$ cat src/rtl/jk_pkg.sv
// Shared types for the JK counter: operating mode and the {J,K} function encodings.
package jk_pkg;

    typedef enum logic [1:0] {
        JK_HOLD,
        JK_LOAD,
        JK_RAW,
        JK_COUNT
    } jk_mode_e;

    // Encodings of the {J,K} input pair.
    localparam logic [1:0] HOLD   = 2'b00;
    localparam logic [1:0] SET    = 2'b10;
    localparam logic [1:0] RESET  = 2'b01;
    localparam logic [1:0] TOGGLE = 2'b11;

endpackage

$ cat src/rtl/jk_cell.sv
// One-bit JK flip-flop with asynchronous active-low reset, synchronous load
// (load wins over J/K) and a parameterised reset value.
module jk_cell
    import jk_pkg::*;
#(
    parameter logic INIT = 1'b0
) (
    input  logic clk_i,
    input  logic rst_ni,
    input  logic ld_i,
    input  logic d_i,
    input  logic j_i,
    input  logic k_i,
    output logic q_o
);

    logic q_q;
    logic q_d;

    always_comb begin
        q_d = q_q;
        if (ld_i) begin
            q_d = d_i;
        end else begin
            case ({j_i, k_i})
                HOLD:    q_d = q_q;
                SET:     q_d = 1'b1;
                RESET:   q_d = 1'b0;
                TOGGLE:  q_d = ~q_q;
                default: q_d = q_q;
            endcase
        end
    end

    always_ff @(posedge clk_i or negedge rst_ni) begin
        if (!rst_ni) begin
            q_q <= INIT;
        end else begin
            q_q <= q_d;
        end
    end

    assign q_o = q_q;

endmodule

$ cat src/rtl/jk_counter.sv
// Up/down counter built from per-bit JK cells, with parallel load, raw JK
// mode and a sticky wrap flag. Defining JK_COUNTER_LIMIT_EN adds a LIMIT
// input so the counter runs modulo LIMIT+1.
module jk_counter
    import jk_pkg::*;
#(
    parameter int                WIDTH = 8,
    parameter logic [WIDTH-1:0]  INIT  = '0
) (
    input  logic             CLK,
    input  logic             RST_N,
    input  logic             LD,
    input  logic [WIDTH-1:0] D,
    input  logic             RAW,
    input  logic [WIDTH-1:0] J,
    input  logic [WIDTH-1:0] K,
    input  logic             EN,
    input  logic             UP,
`ifdef JK_COUNTER_LIMIT_EN
    input  logic [WIDTH-1:0] LIMIT,
`endif
    output logic [WIDTH-1:0] Q,
    output logic [WIDTH-1:0] QB,
    output logic             TC,
    output logic             OVF
);

    localparam logic [WIDTH-1:0] ALL_ONES = '1;

    jk_mode_e         mode;
    logic [WIDTH-1:0] lo_ones;
    logic [WIDTH-1:0] lo_zeros;
    logic [WIDTH-1:0] toggle_en;
    logic [WIDTH-1:0] j_eff;
    logic [WIDTH-1:0] k_eff;
    logic [WIDTH-1:0] top_val;
    logic             jump;
    logic [WIDTH-1:0] jump_val;
    logic             wrap;
    logic             ovf_q;
    logic             ovf_d;

    always_comb begin
        mode = JK_HOLD;
        if (LD) begin
            mode = JK_LOAD;
        end else if (RAW) begin
            mode = JK_RAW;
        end else if (EN) begin
            mode = JK_COUNT;
        end
    end

    // Ripple "all lower bits are 1 / are 0" terms that drive the count toggles.
    genvar gi;
    generate
        for (gi = 0; gi < WIDTH; gi++) begin : g_chain
            if (gi == 0) begin : g_lsb
                assign lo_ones[gi]  = 1'b1;
                assign lo_zeros[gi] = 1'b1;
            end else begin : g_upper
                assign lo_ones[gi]  = lo_ones[gi-1]  &  Q[gi-1];
                assign lo_zeros[gi] = lo_zeros[gi-1] & ~Q[gi-1];
            end
            assign toggle_en[gi] = UP ? lo_ones[gi] : lo_zeros[gi];
        end
    endgenerate

`ifdef JK_COUNTER_LIMIT_EN
    assign top_val = LIMIT;
    // Leaving the modulus range at its edges needs a jump rather than a toggle.
    always_comb begin
        jump     = 1'b0;
        jump_val = '0;
        if (UP && (Q == LIMIT)) begin
            jump     = 1'b1;
            jump_val = '0;
        end else if (!UP && (Q == '0)) begin
            jump     = 1'b1;
            jump_val = LIMIT;
        end
    end
`else
    assign top_val  = ALL_ONES;
    assign jump     = 1'b0;
    assign jump_val = '0;
`endif

    always_comb begin
        j_eff = '0;
        k_eff = '0;
        case (mode)
            JK_RAW: begin
                j_eff = J;
                k_eff = K;
            end
            JK_COUNT: begin
                if (jump) begin
                    j_eff = jump_val;
                    k_eff = ~jump_val;
                end else begin
                    j_eff = toggle_en;
                    k_eff = toggle_en;
                end
            end
            default: begin
                j_eff = '0;
                k_eff = '0;
            end
        endcase
    end

    generate
        for (gi = 0; gi < WIDTH; gi++) begin : g_bit
            jk_cell #(
                .INIT (INIT[gi])
            ) u_cell (
                .clk_i  (CLK),
                .rst_ni (RST_N),
                .ld_i   (LD),
                .d_i    (D[gi]),
                .j_i    (j_eff[gi]),
                .k_i    (k_eff[gi]),
                .q_o    (Q[gi])
            );
        end
    endgenerate

    assign TC = (mode == JK_COUNT) && (UP ? (Q == top_val) : (Q == '0));

    // A natural all-ones rollover also wraps when Q sits above LIMIT.
    assign wrap = (mode == JK_COUNT) &&
                  (UP ? ((Q == top_val) || (Q == ALL_ONES)) : (Q == '0));

    always_comb begin
        ovf_d = ovf_q;
        if (mode == JK_LOAD) begin
            ovf_d = 1'b0;
        end else if (wrap) begin
            ovf_d = 1'b1;
        end
    end

    always_ff @(posedge CLK or negedge RST_N) begin
        if (!RST_N) begin
            ovf_q <= 1'b0;
        end else begin
            ovf_q <= ovf_d;
        end
    end

    assign OVF = ovf_q;
    assign QB  = ~Q;

endmodule
$ cat config.mk
export PLATFORM = sky130hd
export DESIGN_NAME = jk_counter
export DESIGN_NICKNAME = d
export VERILOG_FILES = /design/src/rtl/jk_pkg.sv /design/src/rtl/jk_cell.sv /design/src/rtl/jk_counter.sv
export SDC_FILE = /design/constraint.sdc
export NUM_CORES = 1
export LEC_CHECK = 0
export CAP_MARGIN = 20
export CELL_PAD_IN_SITES_DETAIL_PLACEMENT = 0
export CELL_PAD_IN_SITES_GLOBAL_PLACEMENT = 2
export CORE_MARGIN = 3
export CORE_UTILIZATION = 19
export CTS_CLUSTER_DIAMETER = 30
export CTS_CLUSTER_SIZE = 30
export DETAILED_ROUTE_END_ITERATION = 8
export PLACE_DENSITY_LB_ADDON = 0.1
export SLEW_MARGIN = 25
export SYNTH_ARGS = -nofsm -noshare
export SYNTH_HDL_FRONTEND = slang
export SYNTH_SLANG_ARGS = --single-unit
$ cat constraint.sdc
create_clock -name CLK -period 1.8 [get_ports CLK]
set_input_delay 0.27 -clock CLK [delete_from_list [all_inputs] [get_ports CLK]]
set_output_delay 0.27 -clock CLK [all_outputs]
set_load 0.02 [all_outputs]
==> Word-level counts from Yosys, hierarchy flattened <==
Cells that the tools add are included.
{ "classes": {"n_eq_ne": 36, "mux": 31, "n_bitwise": 21, "reduce_logical": 11} }
{ "op_table": {"columns": ["op", "count"], "rows": [
  ["2-bit equality test, second input constant", 18],
  ["8-bit one-hot mux with 2 select lines", 2],
  ["1-bit one-hot mux with 3 select lines", 8],
  ["2-bit by 1-bit equality test with 1-bit output, second input constant", 9],
  ["1-bit 2-to-1 mux", 18],
  ["2-bit zero test", 8],
  ["2-bit inequality test, second input constant", 8],
  ["1-bit bitwise AND", 12],
  ["8-bit equality test, second input constant", 1],
  ["8-bit zero test", 1],
  ["1-bit inverter", 8],
  ["8-bit inverter", 1],
  ["2-bit 2-to-1 mux", 3],
  ["2-bit nonzero test", 1],
  ["1-bit logical AND", 1]
]} }
{ "totals": {"register_bits": 9, "input_bits": 30, "elab_cells": 108} }

==> Logic depth before layout (Yosys ltp) <==
{ "depth": {"depth_word": 12, "depth_mapped": 6} }

==> Cells and area by module <==
A second synthesis with hierarchy kept.
{ "hier_totals": {"hier_cells": 105, "area_unflattened_um2": 807.0} }
{ "by_module_without_submodules": {"columns": ["module", "instances", "cells_each", "area_each_um2", "seq_area_each_um2"], "rows": [
  ["jk_cell", 8, 5, 51.3, 25.0],
  ["jk_counter", 1, 65, 396.6, 25.0]
]} }

==> Worst setup path after synthesis <==
Ideal clock, no wire load.
{ "synth_timing": {"kind": "flip-flop to output port", "startpoint": "register g_bit[4].u_cell.q_q", "endpoint": "output port TC", "t_arrival_ns": 1.499, "setup_slack_ns": 0.031, "stages_incl_launch_ff": 6, "path_buffers": 1, "cell_sequence": "dfrtp_1 buf_6 or4_1 nand2_1 nand3_1 nor2_1"} }
{ "synth_between": {"elab_chain_len": 3} }
{ "synth_lines": {"columns": ["item", "line_no", "source"], "rows": [
  ["start, declared", "jk_cell.sv:17", "logic q_q;"],
  ["start signal, assigned", "jk_cell.sv:39", "q_q <= q_d;"],
  ["8-bit equality test / 8-bit zero test (equally long branches)", "jk_counter.sv:129", "assign TC = (mode == JK_COUNT) && (UP ? (Q == top_val) : (Q == '0));"],
  ["1-bit 2-to-1 mux (*)", null, null],
  ["1-bit logical AND (*)", null, null],
  ["end, declared", "jk_counter.sv:24", "output logic TC,"]
]} }
Every way passes the cells marked *; elsewhere a longest branch is shown, timed or not.

==> Worst setup path in the final report <==
{ "layout_timing": {"startpoint": "register g_bit[6].u_cell.q_q", "endpoint": "output port TC"} }
{ "layout_between": {"elab_chain_len": 3} }
{ "layout_lines": {"columns": ["item", "line_no"], "rows": [
  ["start, declared", "jk_cell.sv:17"],
  ["start signal, assigned", "jk_cell.sv:39"],
  ["8-bit equality test / 8-bit zero test (equally long branches)", "jk_counter.sv:129"],
  ["1-bit 2-to-1 mux (*)", null],
  ["1-bit logical AND (*)", null]
]} }
Marks and branches as above.

==> run metrics <==
status=finished, violations left; failing checks=setup timing; RSZ-0062 raised after global routing=yes; ranking of synthesized cells by area=dfrtp_1, buf_4, nor2b_1; critical path cell sequence=or4_4 > nand2_2 > nand3_2 > nor2_2 > buf_6; final hold violation count=0; ANT cells=0; Area growth, synth to finish=77.8%; final setup violating endpoints=1; ANT nets after route=0; vias in the first global route=around 940; syn avg cell area=8.29 um2; first-pass GRT wire length=~4500 um; Yosys cell types=35; drt first pass iters=4; worst hold margin=361 ps; largest net degree at the start of global routing=19; data arrival time of the worst path=1560 ps; Routed WL=roughly 2700 um; worst min-delay path class=input pin to async pin; total area of sequential cells=approximately 230 um2; fmax=0.548 GHz; Max Cap Viol=0; path depth of the worst reg2reg path=5; Critical Path Fanout Max=2; initial DRC count=42; Core Region=4030 um2; Pwr Total=871 uW; vias=909; post-synthesis instance total=97; post-synth net total=127; Skew-Pair Late Insertion Delay=240 ps; crit path time final=roughly 1800 ps; DRC viols=0; Worst slew margin=0.677; startpoint types=flip-flop; Nets=roughly 180; Leak Pwr=0.000620 uW; drt wl/cell=between 10 and 15 um; Worst-path clk slew=50 ps; Final Cell Area=1430 um2; total CTS buffers=3; Yosys top cell area share=0.280; I/O pins=48; Synth area leader=dfrtp_1; Worst path max stage delay=about 530 ps; vias per cell=roughly 4.5; GRT overflow=0; cell area after synthesis=805 um2; worst IR drop on VDD=0.258 mV; Layout Skew=7.08 ps; final core utilization=0.355; clock sink count=9; R2R Path Start=g_bit[2].u_cell.q_o$_DFFE_PN0P_; Yosys reg bits=9; TritonCTS clock tree=built; final setup TNS=-26.2 ps; Crit path required time=1530 ps; Max Slew Vio Count=0; total global-route track usage=0.113; Seq/Total Area, Yosys=0.280; DIE HEIGHT=~70 um; initial antenna violation count=0; placed inst area=1360 um2; HPWL after DPL=~2100 um; Max H-tree Level=1; PwrDens=609 nW/um2; row cnt=23; final worst slack=-26.2 ps; WS Path Type=flip-flop to primary output; Slowest-stage cell, CP=or4_4; Root Driver=clkbuf_8; Post-CTS Hold Buffers=0; Die W=71.1 um; I/O Buffers=47; clk buf depth=2; Yosys warning count=0; Multi-input gate area=454 um2; die area=between 5000 and 6000 um2; worst slew pin tran=483 ps; share of cells above drive strength 1=0.225; fillers=around 460; final RePlAce weighted congestion=between 0.7 and 0.8; Final period util=1.01; crit path from=g_bit[6].u_cell.q_o$_DFFE_PN0P_; CP endpoint kind=primary output; Initial Util=0.200
## cell usage after synthesis
master	number
dfrtp_1	9
and4_4	1
buf_4	10
nand4_1	1
a21o_1	4
buf_2	1
nor3b_1	1
a211oi_1	3
or4_1	1
nand3_1	2
o31ai_1	1
xnor2_1	2
a211oi_2	1
clkbuf_1	2
and3_2	1
o21a_1	1
a32o_1	3
nor4_2	1
o21ai_0	5
or3_2	1
and3_1	1
a221oi_1	2
a211o_1	4
buf_6	2
inv_1	9
nor2b_1	6
o22ai_1	1
nor3_1	1
a21oi_1	4
nand2_1	8
a31o_2	1
a22o_1	1
nor2_1	1
xor2_1	1
a31oi_1	4
## path summary, 6_finish.rpt
check                                             endpoint  slack (ps)
setup / recovery                                        TC         -30
hold / removal             g_bit[7].u_cell.q_o$_DFFE_PN0P_         360
setup reg to reg           g_bit[4].u_cell.q_o$_DFFE_PN0P_         240
hold reg to reg                            OVF$_DFFE_PN0P_         530
max in group asynchronous                  OVF$_DFFE_PN0P_        1110
min in group CLK                           OVF$_DFFE_PN0P_         530
## critical path, delay by kind of cell, from the launching register on
family                 cells  cell delay [ps]
and+or+nand+nor            4              830
DFF                        1              380
buffers and inverters      1              120
## metrics by stage
step                worst slack, ps  instances
floorplan                      30.6         97
global placement               -555        196
detailed placement             -583        196
CTS                           -54.5        201
global route                   -101        201
finish                        -26.2        201
## metal layers
metal | vias to the layer above | routed length, um | global-route usage
met5 | - | 0 | 0
met4 | 0 | 10 | 0.0125
met3 | 2 | 178 | 0.0469
met2 | 34 | 1410 | 0.197
met1 | 421 | 1100 | 0.134
li1 | 452 | - | -
## registers in the layout, summed over array words and instances, names as in the netlist
name and count:
OVF 1, g_bit.u_cell.q_o 8
## kinds of logic (layout without fill, tap and decap cells)
family,after synthesis,in the layout,share of synthesized area
AO/OA/AOI/OAI,35,35,0.319
XOR/XNOR,3,3,0.0327
AND/OR/NAND/NOR,26,26,0.190
flip-flops,9,9,0.280
buffers and inverters,24,78,0.179
## area by class of cell
cell class	count	area share
multi-input combinational	64	0.318
clock buffer	3	0.0289
inverter	9	0.0236
timing repair buffer	65	0.425
clock inverter	1	0.00350
sequential	9	0.157
tap	50	0.0437
## cells in the final DEF, fill, tap and decap left out, types with 2 or more instances in the layout
cell              n
dfrtp_1           9
o21ai_0           5
clkbuf_8          3
a31oi_1           4
buf_4            18
nand2_1           7
clkdlybuf4s50_1  44
nor2b_1           6
a211oi_1          3
a21o_1            4
inv_1             9
a21oi_1           4
xnor2_1           2
a221oi_1          2
a211o_1           4
a32o_1            3
## repair_timing
item,CTS,global route
setup endpoints to repair,1,2
pin swaps,4,0
setup buffers,1,0
resized for setup,8,5
## power breakdown
| part | internal [uW] | switching (uW) | leakage, uW | total, uW |
|---|---|---|---|---|
| clock | 152 | 92.4 | 0.0000255 | 244 |
| sequential | 223 | 18.7 | 0.000107 | 241 |
| combinational | 210 | 175 | 0.000488 | 385 |
Power figures use the tool's default switching activity.
